$ cat config.mk
export PLATFORM = sky130hd
export DESIGN_NAME = digit_serial_addsub
export DESIGN_NICKNAME = d
export VERILOG_FILES = /design/src/rtl/digit_serial_addsub.sv
export SDC_FILE = /design/constraint.sdc
export NUM_CORES = 1
export LEC_CHECK = 0
export ABC_AREA = 1
export BUFFER_PORTS_ARGS = -buffer_cell sky130_fd_sc_hd__buf_4
export CAP_MARGIN = 20
export CORE_UTILIZATION = 59
export DETAILED_ROUTE_END_ITERATION = 8
export GPL_ROUTABILITY_DRIVEN = 0
export PLACE_DENSITY = 0.91
export SLEW_MARGIN = 20
export SYNTH_ARGS = -nofsm -noshare
export SYNTH_HDL_FRONTEND = slang
export SYNTH_SLANG_ARGS = --single-unit
export TNS_END_PERCENT = 100
$ cat constraint.sdc
create_clock -name clk -period 6.1 [get_ports clk]
set_clock_uncertainty 0.15 [all_clocks]
set_input_delay 0.305 -clock clk [delete_from_list [all_inputs] [get_ports clk]]
set_output_delay 0.305 -clock clk [all_outputs]
set_load 0.05 [all_outputs]
$ cat src/rtl/digit_serial_addsub.sv
// digit_serial_addsub
// Multi-cycle adder/subtractor. Each call processes WIDTH-bit operands
// DIGIT bits per clock, starting with the least-significant digit. The carry
// between digits is held in a register.
// Subtract is implemented as a + ~b + ~c. In subtract mode, carry_out = 1
// means the operation produced no borrow.
// The result registers change only on the cycle that done is asserted.
module digit_serial_addsub #(
  parameter int WIDTH = 16,
  parameter int DIGIT = 4
) (
  input  logic             clk,
  input  logic             rst,
  input  logic             start,
  input  logic             sub,
  input  logic [WIDTH-1:0] a,
  input  logic [WIDTH-1:0] b,
  input  logic             c,
  output logic             busy,
  output logic             done,
  output logic [WIDTH-1:0] sum,
  output logic             carry_out,
  output logic             overflow
);

  localparam int NDIG = WIDTH / DIGIT;
  localparam int CW   = (NDIG > 1) ? $clog2(NDIG) : 1;
  localparam int IW   = (WIDTH > 1) ? $clog2(WIDTH) : 1;
  localparam logic [CW-1:0] LAST = CW'(NDIG - 1);

  typedef enum logic [0:0] {
    IDLE = 1'b0,
    RUN  = 1'b1
  } state_t;

  state_t           state_r;
  state_t           state_next_s;
  logic [WIDTH-1:0] a_r;          // latched operand A
  logic [WIDTH-1:0] b_r;          // latched B' (B already inverted for subtract)
  logic [WIDTH-1:0] res_r;        // partial result, filled one digit per cycle
  logic [WIDTH-1:0] res_next_s;
  logic             carry_r;
  logic [CW-1:0]    cnt_r;
  logic [IW-1:0]    base_s;       // bit offset of the current digit
  logic [DIGIT:0]   digit_sum_s;
  logic             last_s;
  logic             ov_s;

  // State register
  always_ff @(posedge clk) begin
    if (rst) begin
      state_r <= IDLE;
    end else begin
      state_r <= state_next_s;
    end
  end

  // Next-state logic: start only matters in IDLE; RUN ends after the last digit
  always_comb begin
    state_next_s = state_r;
    case (state_r)
      IDLE: begin
        if (start) begin
          state_next_s = RUN;
        end else begin
          state_next_s = IDLE;
        end
      end
      RUN: begin
        if (last_s) begin
          state_next_s = IDLE;
        end else begin
          state_next_s = RUN;
        end
      end
      default: state_next_s = IDLE;
    endcase
  end

  // Output decode: busy is taken straight from the state flop
  always_comb begin
    busy = 1'b0;
    case (state_r)
      IDLE:    busy = 1'b0;
      RUN:     busy = 1'b1;
      default: busy = 1'b0;
    endcase
  end

  // Digit adder: add the current digit of A and B' to the carry, then merge
  // the digit result into the partial result
  always_comb begin
    base_s      = IW'(int'(cnt_r) * DIGIT);
    digit_sum_s = {1'b0, a_r[base_s +: DIGIT]} + {1'b0, b_r[base_s +: DIGIT]}
                + {{DIGIT{1'b0}}, carry_r};
    res_next_s  = res_r;
    res_next_s[base_s +: DIGIT] = digit_sum_s[DIGIT-1:0];
    last_s      = (cnt_r == LAST);
    ov_s        = (a_r[WIDTH-1] == b_r[WIDTH-1]) && (res_next_s[WIDTH-1] != a_r[WIDTH-1]);
  end

  // Datapath registers: latch operands on start, step one digit per RUN cycle,
  // and publish results together with the done pulse
  always_ff @(posedge clk) begin
    if (rst) begin
      a_r       <= {WIDTH{1'b0}};
      b_r       <= {WIDTH{1'b0}};
      res_r     <= {WIDTH{1'b0}};
      carry_r   <= 1'b0;
      cnt_r     <= {CW{1'b0}};
      done      <= 1'b0;
      sum       <= {WIDTH{1'b0}};
      carry_out <= 1'b0;
      overflow  <= 1'b0;
    end else begin
      case (state_r)
        IDLE: begin
          done <= 1'b0;
          if (start) begin
            a_r     <= a;
            b_r     <= b ^ {WIDTH{sub}};
            carry_r <= sub ? ~c : c;
            cnt_r   <= {CW{1'b0}};
            res_r   <= {WIDTH{1'b0}};
          end
        end
        RUN: begin
          res_r   <= res_next_s;
          carry_r <= digit_sum_s[DIGIT];
          cnt_r   <= cnt_r + CW'(1);
          if (last_s) begin
            sum       <= res_next_s;
            carry_out <= digit_sum_s[DIGIT];
            overflow  <= ov_s;
            done      <= 1'b1;
          end else begin
            done      <= 1'b0;
          end
        end
        default: begin
          done <= 1'b0;
        end
      endcase
    end
  end

endmodule

==> out/metrics.cfg, run 1 <==
[die]
ios = 57
rows = 25
initial_utilization_pct = 63.28
coreArea_um2 = 4880
die_area_um2 = 5527
die_h_um = 74.35
die_width_um = 74.35

[clock_tree]
clk_latency_ns = 0.34
ctsResizeCount = 0
cts-buffers-inserted = 9
htree_levels = 3
ctsHoldBuffers = 0
cts_tree = yes
cts_max_path_buffers = 2
postCtsSetupRepairBufs = 0
cts.clk_slew.worst_paths_ns = 0.07
cts_root_buf = clkbuf_8
cts.sinks = 68

[layout]
diodes = 0
fill_cells = 393
nets = 499
drive_gt1_share_pct = 17.11
multi_input_area_um2 = 1513
final_cells = 523
final_util_pct = 75.08
layout.cells.most_common_list = nand2_1 (74), dfxtp_1 (68), buf_4 (58), o21ai_0 (56), nor2_1 (52)
regArea_um2 = 1361
area_delta_synth_final_pct = 18.64
final_common_cell = nand2_1

[logic_synthesis]
yosys_warnings = 0
yosysSeqAreaShare_pct = 44.08
syn_area_um2 = 3088
yosysUniqueCellTypes = 31
synthCells = 406
synthesis.nets = 453
synth-seq-cells = 68
avgSynthCellArea_um2 = 7.606

[routing]
drtIter0Drc = 241
final_antenna_net_count = 0
drt-total-wl_um = 6976
wl_per_cell_um = 13.34
drc_errors = 0
drt_pass1_iterations = 5
vias = 2879
vias_per_cell = 5.505

[global_routing]
grt_usage_pct = 27.24
grt_pass1_vias = 2530
grt.overflow.total = 0
grt_max_degree = 51
grt_pass1_wl_um = 11410
grt_antenna_before_repair = 0

[placed_design]
dp.cells = 508
port_buffers = 56
dp_hpwl_um = 4750

[sta]
period_share_pct = 60.88
fmax_ghz = 0.2693
setup_violations = 0
period_needed_ns = 3.714
relSlewSlack_pct = 40.58
fin_setup_tns_ns = 0
tightest_slew_ns = 0.8901
drv_slew = 0
rsz0062_at_grt = false
hold_viol = 0

[pwr]
ir_drop_mv = 0.1774
powerDensity_nw_per_um2 = 262.4
sw_frac_of_total_pct = 27.81
combPwrFrac_pct = 16.0
clkPwrFrac_pct = 33.6
p_switching_mw = 0.2673
power_frac_seq_pct = 50.4
p_int_mw = 0.6941
leakage_nw = 1.571

[worst_setup_path]
path_class = reg2reg
timing.rr.start = cnt_r[0]
required_ns = 6.23
worstPathMaxFanout = 24
cpMostUsedCell = inv_1
arrival_ns = 3.84
crit-reg2reg-capture = res_r[5]
cp-start-kind = flop
cp_slowest_stage_delay_ns = 0.79
crit_chain = inv_1 > o21ai_0 > o22ai_1 > fa_1 > inv_1 > fa_1 > nor2_1 > inv_1 > nor2_1 > inv_1 > o21ai_0 > nand2_1 > a21oi_1
r2r_cells = 13
slowest_stage = dfxtp_1
cp_num_buf_inv = 4
path_delay_family = adder cells
ff2ff_setup_slack_ns = 2.39
cp-end-kind = flop

[outcome]
status = finished, final reports clean

[hold_path]
hp-class = in2reg
worstHoldStart = a[2]
holdPathEnd = a_r[2]
holdPathStages = 3

[run]
cap_violations = 0

==> worst max-delay path by stage <==
| stage | start | to | cells past startpoint | slack, ns |
|---|---|---|---|---|
| 5_1_grt | cnt_r[0] | res_r[5] | 13 | 2.13 |
| 4_1_cts | cnt_r[0] | res_r[5] | 13 | 2.46 |
| 6_report | cnt_r[0] | res_r[5] | 13 | 2.39 |
| 2_1_floorplan | cnt_r[0] | res_r[5] | 15 | 3.35 |
| 3_3_place_gp | cnt_r[0] | res_r[5] | 13 | 2.67 |
| 3_5_place_dp | cnt_r[0] | res_r[5] | 13 | 2.49 |
==> registers in the layout, summed over array words and instances, names as in the netlist <==
signal     cells
a_r           16
b_r           16
sum           16
res_r         13
cnt_r          2
carry_out      1
carry_r        1
done           1
overflow       1
state_r        1
==> stage by stage <==
| step | total power, mW | hold slack, ns | cell area (µm²) | worst slack [ns] |
|---|---|---|---|---|
| 2_1_floorplan | 0.5971 | 0.2321 | 3088 | 3.350 |
| 3_3_place_gp | 0.6383 | 0.2884 | 3495 | 2.666 |
| 3_5_place_dp | 0.6439 | 0.2898 | 3495 | 2.490 |
| 4_1_cts | 0.9581 | 0.03753 | 3664 | 2.462 |
| 5_1_grt | 1.006 | 0.03714 | 3664 | 2.129 |
| 6_report | 0.9614 | 0.03690 | 3664 | 2.386 |
==> logic make-up (layout without fill, tap and decap cells) <==
| kind of cell | count (synthesis) | count (layout) | synth area share [%] |
|---|---|---|---|
| AO/OA/AOI/OAI | 116 | 116 | 20.87 |
| XOR/XNOR | 17 | 17 | 4.822 |
| adder cells (fa/ha/maj) | 10 | 10 | 4.538 |
| buffers and inverters | 50 | 100 | 6.929 |
| flip-flops | 68 | 68 | 44.08 |
| AND/OR/NAND/NOR | 145 | 145 | 18.76 |
==> power by group through the flow <==
| stage | combinational [mW] | sequential (mW) | clock, mW |
|---|---|---|---|
| finish | 0.154 | 0.484 | 0.323 |
| floorplan | 0.112 | 0.485 | 0 |
| CTS | 0.153 | 0.484 | 0.322 |
| global route | 0.174 | 0.486 | 0.346 |
| global placement | 0.145 | 0.493 | 0 |
| detailed placement | 0.151 | 0.493 | 0 |
==> routing by layer <==
layer  routed length, µm  global-route usage, %  up-vias
met5                   0                      0        -
met4                 110                  10.69        0
met3                 461                  7.317       16
met2                3215                  41.92      116
met1                3190                  36.59     1313
li1                    -                      -     1434
==> synthesized netlist by cell type <==
cell type | number | share of area [%]
buf_2 | 12 | 1.9
nor2_2 | 3 | 0.61
nand2b_1 | 1 | 0.20
a21oi_1 | 36 | 5.8
o21a_1 | 2 | 0.49
buf_4 | 2 | 0.49
clkbuf_1 | 8 | 0.97
a31oi_1 | 1 | 0.20
or2_2 | 1 | 0.20
o22ai_1 | 5 | 1.0
o21ai_1 | 1 | 0.16
a21boi_0 | 1 | 0.24
inv_1 | 25 | 3.0
a32oi_1 | 2 | 0.57
dfxtp_1 | 68 | 44
inv_2 | 2 | 0.24
nor3_1 | 1 | 0.16
clkbuf_4 | 1 | 0.24
xnor2_1 | 17 | 4.8
fa_1 | 2 | 1.3
nand4_1 | 3 | 0.61
a22o_1 | 9 | 2.6
a22oi_1 | 1 | 0.24
o31ai_1 | 1 | 0.24
nor2_1 | 52 | 6.3
a21o_1 | 1 | 0.24
nand3_1 | 9 | 1.5
ha_1 | 8 | 3.2
nand2_2 | 1 | 0.20
nand2_1 | 74 | 9.0
o21ai_0 | 56 | 9.1
==> area by class of cell <==
cell class                 count  area share, %
multi-input combinational    288          41.29
sequential                    68          37.16
timing repair buffer          58          11.89
clock buffer                  13          4.337
inverter                      27          2.766
tap                           67          2.288
clock inverter                 2         0.2732
==> worst min-delay path, stage by stage <==
cell	delay [ns]
buf_4	0.08
nor2_1	0.03
nor2_1	0.08
(Power assumes the default switching activity.)
==> run 2: changes to the inputs <==
- CORE_UTILIZATION: 59 -> 50
- PLACE_DENSITY: 0.91 -> 0.83
- clock period: 6.1 -> 3.2 ns (I/O delays scaled with it)
==> run 2 against run 1 <==
Wire length grew 15%. Clock power grew 81%. Sequential cell count is the same. Non-clock buffer count grew 39. Cell area grew 10%. Largest cell class unchanged.
==> out/metrics.cfg, run 2 (same netlist as run 1, synthesis figures left out) <==
[worst_setup_path]
path_delay_family = adder cells
cp_num_buf_inv = 4  ; unchanged
cp_slowest_stage_delay_ns = 0.46  ; -0.33 ns
arrival_ns = 3.10  ; -0.74 ns
cp-start-kind = flop
cpMostUsedCell = inv_1
required_ns = 3.33  ; -2.90 ns
crit_chain = inv_1 > o21ai_0 > o22ai_1 > fa_1 > inv_1 > fa_1 > nor2_1 > inv_1 > nor2_1 > inv_1 > o21ai_0 > nand2_1 > a21oi_1
cp-end-kind = flop
slowest_stage = dfxtp_1
path_class = reg2reg
worstPathMaxFanout = 14  ; -42%

[pwr]
leakage_nw = 1.733  ; +10%
power_frac_seq_pct = 49.5  ; -0.9 points
p_int_mw = 1.329  ; +91%
clkPwrFrac_pct = 31.6  ; -2.0 points
ir_drop_mv = 0.3495  ; +97%
powerDensity_nw_per_um2 = 458.7  ; +75%
combPwrFrac_pct = 18.9  ; +2.9 points
p_switching_mw = 0.5235  ; +96%
total_power_mw = 1.853  ; +93%
sw_frac_of_total_pct = 28.26  ; +0.45 points

[routing]
wl_per_cell_um = 14.05  ; +5.4%
vias_per_cell = 5.315  ; -3.5%
final_antenna_net_count = 0  ; unchanged
drt_pass1_iterations = 5  ; unchanged
drc_errors = 0  ; unchanged
drtIter0Drc = 211  ; -12%
vias = 3024  ; +5.0%
drt-total-wl_um = 7997  ; +15%

[clock_tree]
clk_latency_ns = 0.34  ; about the same
cts.sinks = 68  ; unchanged
cts.clk_slew.worst_paths_ns = 0.07  ; about the same
htree_levels = 3  ; unchanged
cts_tree = yes
cts-buffers-inserted = 9  ; unchanged
cts_max_path_buffers = 2  ; unchanged
cts_root_buf = clkbuf_8
postCtsSetupRepairBufs = 0  ; unchanged

[layout]
final_common_cell = nand2_1
area_delta_synth_final_pct = 30.79
layout.cells.most_common_list = nand2_1 (74), dfxtp_1 (68), buf_4 (63), o21ai_0 (56), nor2_1 (52)
drive_gt1_share_pct = 16.80  ; -0.30 points
top_regs = a_r: 16 flops, b_r: 16 flops, sum: 16 flops
nets = 538  ; +7.8%
fill_cells = 506  ; +29%
diodes = 0  ; unchanged

[sta]
relSlewSlack_pct = 50.56  ; +10 points
setup_violations = 0  ; unchanged
period_needed_ns = 2.971  ; -0.7428 ns
fin_setup_tns_ns = 0  ; unchanged
rsz0062_at_grt = false
hold_viol = 0  ; unchanged
holdWs_ns = 0.07888  ; +0.04198 ns
fmax_ghz = 0.3366  ; +25%
drv_slew = 0  ; unchanged
period_share_pct = 92.84  ; +32 points
tightest_slew_ns = 0.7407  ; -0.1493 ns

[global_routing]
grt_antenna_before_repair = 0  ; unchanged
grt.overflow.total = 0  ; unchanged
grt_usage_pct = 26.48  ; -0.76 points
grt_pass1_wl_um = 12960  ; +14%
grt_pass1_vias = 2833  ; +12%
grt_max_degree = 34  ; -33%

[die]
die_h_um = 80.59  ; +8.4%
coreArea_um2 = 5956  ; +22%
ios = 57  ; unchanged
rows = 28  ; +12%
die_width_um = 80.59  ; +8.4%
die_area_um2 = 6494  ; +17%
initial_utilization_pct = 51.85  ; -11 points

[run]
cap_violations = 0  ; unchanged

[outcome]
status = finished, final reports clean

[hold_path]
hp-class = in2reg

[placed_design]
port_buffers = 56  ; unchanged
dp_hpwl_um = 5143  ; +8.3%

## run 2: final cells by class
class                      count  area (µm²)  share of cell area (%)
inverter                      27       101.3                   2.509
sequential                    68        1361                   33.71
timing repair buffer          97       813.3                   20.14
multi-input combinational    288        1513                   37.45
clock inverter                 3       15.01                  0.3717
clock buffer                  11       141.4                   3.501
tap                           75       93.84                   2.323
## run 2: through the flow
step / utilization (%) / instances / setup slack, ns / cell area (µm²)
floorplan: - / 406 / 0.4498 / 3088
global placement: 59.47 / 521 / 0.5151 / 3542
detailed placement: 59.47 / 521 / 0.3142 / 3542
CTS: 67.82 / 569 / 0.2639 / 4039
global route: 67.82 / 569 / 0.01734 / 4039
finish: 67.82 / 569 / 0.2290 / 4039
## run 2: tightest hold or removal path: cells and delay by family
kind | cells | cell delay [ns]
AO/OA/AOI/OAI | 1 | 0.06
buffers and inverters | 1 | 0.09
AND/OR/NAND/NOR | 2 | 0.21
## run 2: routing by layer
metal | track usage [%] | vias up | routed length [µm]
met2 | 44.07 | 104 | 3914
met3 | 5.227 | 22 | 402
met1 | 31.93 | 1393 | 3423
met4 | 14.11 | 0 | 257
li1 | - | 1505 | -
met5 | 0 | - | 0
## run 2: path summary, 6_finish.rpt
kind | cells past startpoint | endpoint | from | slack (ns)
hold reg to reg | 2 | sum[7] | sum[7] | 0.30
hold / removal | 4 | res_r[2] | start | 0.08
setup reg to reg | 13 | res_r[5] | cnt_r[1] | 0.23
setup / recovery | 13 | res_r[5] | cnt_r[1] | 0.23
## run 2: power groups by stage
stage | Clock (mW) | Sequential [mW] | Combinational [mW]
after floorplan | 0 | 0.925 | 0.214
after global placement | 0 | 0.934 | 0.295
after detailed placement | 0 | 0.934 | 0.305
after CTS | 0.600 | 0.916 | 0.341
after global routing | 0.641 | 0.920 | 0.383
final | 0.586 | 0.917 | 0.350
## run 2: what timing repair did
item / in CTS / in global routing
resized for setup: 0 / 0
hold buffers: 34 / 0
endpoints found under the hold margin: 45 / 0
==> run 3: changes to the inputs <==
- PLACE_DENSITY: 0.83 -> 0.76
==> run 3 against run 2 <==
Maximum frequency increased by 3.2%. Sequential power hardly changed. Via count fell by 0.83%. Core utilization rose by 0.21 points. Wire length shrank 3.1%. Largest cell class unchanged. Critical path type unchanged. Critical endpoint unchanged. Count of clock-buffer cells in the layout up 1. Non-clock buffer count down 1. First-iteration DRC count rose by 2.8%. Sequential share of layout area is 0.10 points lower. Global-route usage fell by 0.72 points.
==> out/metrics.cfg, run 3 (same netlist as run 1, synthesis figures left out) <==
[hold_path]
hp-class = in2reg
worstHoldStart = rst

[global_routing]
grt_usage_pct = 25.76  ; -0.72 points
grt.overflow.total = 0  ; unchanged
grt_antenna_before_repair = 0  ; unchanged
grt_pass1_wl_um = 12800  ; -1.2%
grt_pass1_vias = 2734  ; -3.5%
grt_max_degree = 36  ; +5.9%

[worst_setup_path]
arrival_ns = 3.01  ; -0.09 ns
cp-start-kind = flop
path_class = reg2reg
worstPathMaxFanout = 9  ; -5
timing.rr.start = cnt_r[1]
cp_slowest_stage_delay_ns = 0.51  ; +0.05 ns
critPathLaunch = cnt_r[1]
required_ns = 3.33  ; about the same
cp-end-kind = flop
path_delay_family = adder cells
slowest_stage = dfxtp_1
cp_num_buf_inv = 4  ; unchanged
cpMostUsedCell = inv_1
crit_chain = clkinvlp_4 > o21ai_0 > o22ai_1 > fa_1 > inv_1 > fa_1 > nor2_1 > inv_1 > nor2_1 > inv_1 > o21ai_0 > nand2_1 > a21oi_1

[routing]
wl_per_cell_um = 13.64  ; -3.0%
vias = 2999  ; -0.83%
final_antenna_net_count = 0  ; unchanged
vias_per_cell = 5.280  ; -0.65%
drtIter0Drc = 217  ; +2.8%
drt_pass1_iterations = 4  ; -1
drc_errors = 0  ; unchanged
drt-total-wl_um = 7746  ; -3.1%

[pwr]
sw_frac_of_total_pct = 27.68  ; -0.58 points
powerDensity_nw_per_um2 = 467.6  ; +1.9%
leakage_nw = 1.736  ; +0.16%
p_int_mw = 1.370  ; +3.1%
ir_drop_mv = 0.3741  ; +7.0%
combPwrFrac_pct = 17.8  ; -1.1 points
total_power_mw = 1.894  ; +2.3%
power_frac_seq_pct = 48.5  ; -1.0 points
clkPwrFrac_pct = 33.6  ; +2.0 points
p_switching_mw = 0.5244  ; +0.17%

[sta]
drv_slew = 0  ; unchanged
fmax_ghz = 0.3472  ; +3.2%
setup_violations = 0  ; unchanged
period_needed_ns = 2.880  ; -0.09099 ns
relSlewSlack_pct = 39.97  ; -11 points
period_share_pct = 90.00  ; -2.8 points
rsz0062_at_grt = false
hold_viol = 0  ; unchanged
tightest_slew_ns = 0.8992  ; +0.1585 ns
fin_setup_tns_ns = 0  ; unchanged

[clock_tree]
cts.sinks = 68  ; unchanged
cts-buffers-inserted = 9  ; unchanged
clk_latency_ns = 0.34  ; about the same
cts.clk_slew.worst_paths_ns = 0.07  ; about the same
htree_levels = 3  ; unchanged
cts_tree = yes
cts_root_buf = clkbuf_8
cts_max_path_buffers = 2  ; unchanged

[placed_design]
port_buffers = 56  ; unchanged
dp_hpwl_um = 4974  ; -3.3%
placed_cell_area_um2 = 3520  ; -0.64%

[outcome]
status = finished, final reports clean

[layout]
layout.cells.most_common_list = nand2_1 (74), dfxtp_1 (68), buf_4 (63), o21ai_0 (56), nor2_1 (52)
top_regs = a_r: 16 flops, b_r: 16 flops, sum: 16 flops
area_delta_synth_final_pct = 31.20
nets = 537  ; -0.19%
drive_gt1_share_pct = 17.24  ; +0.44 points
diodes = 0  ; unchanged
final_common_cell = nand2_1
final_area_um2 = 4051  ; +0.31%

[die]
die_h_um = 80.59  ; unchanged
coreArea_um2 = 5956  ; unchanged
die_area_um2 = 6494  ; unchanged
ios = 57  ; unchanged
rows = 28  ; unchanged
initial_utilization_pct = 51.85  ; unchanged
die_width_um = 80.59  ; unchanged

[run]
cap_violations = 0  ; unchanged

run 3: cell count changes in the layout (fill, tap and decap cells not counted), sizes merged:
cell / previous run / this run
dlygate4sd3: 34 / 33
clkinv: 3 / 2
clkinvlp: 0 / 1
clkbuf: 11 / 12
inv: 27 / 26
run 3: layout make-up:
cell class	count	area (µm²)
inverters	27	105.1
multi-input cells	288	1513
well taps	75	93.84
flip-flops and latches	68	1361
repair buffers	96	803.3
clock inverters	2	10.01
clock buffers	12	165.2
fillers	502	1904
run 3: path summary, 6_finish.rpt:
kind              slack (ns)  depth (start not counted)        to
setup / recovery        0.32                         13  res_r[5]
hold / removal          0.02                          2  res_r[7]
setup reg to reg        0.32                         13  res_r[5]
hold reg to reg         0.31                          2  overflow
run 3: power groups by stage:
stage	Clock, mW	Combinational, mW	Sequential [mW]
2_1_floorplan	0	0.214	0.925
3_3_place_gp	0	0.292	0.936
3_5_place_dp	0	0.297	0.936
4_1_cts	0.642	0.330	0.918
5_1_grt	0.687	0.380	0.923
6_report	0.637	0.338	0.919
run 3: layer usage:
layer / wire length [µm] / up-vias / global-route usage [%]
li1: - / 1509 / -
met1: 3522 / 1374 / 33.96
met2: 3741 / 102 / 40.68
met3: 359 / 14 / 5.795
met4: 122 / 0 / 9.821
met5: 0 / - / 0
run 3: timing repair:
item | CTS | global route
setup buffers | 0 | 3
setup endpoints to repair | 0 | 1
gates resized for setup | 0 | 1
hold buffers | 33 | 0
hold endpoints to repair | 33 | 0
run 3: per-stage QoR:
stage	hold slack, ns	utilization, %	setup WS, ns	instances
2_1_floorplan	0.08705	-	0.4498	406
3_3_place_gp	0.2317	59.10	0.4608	518
3_5_place_dp	0.2368	59.10	0.3488	518
4_1_cts	0.005909	67.58	0.3373	565
5_1_grt	0.02849	68.03	0.01621	568
6_report	0.01908	68.03	0.3200	568
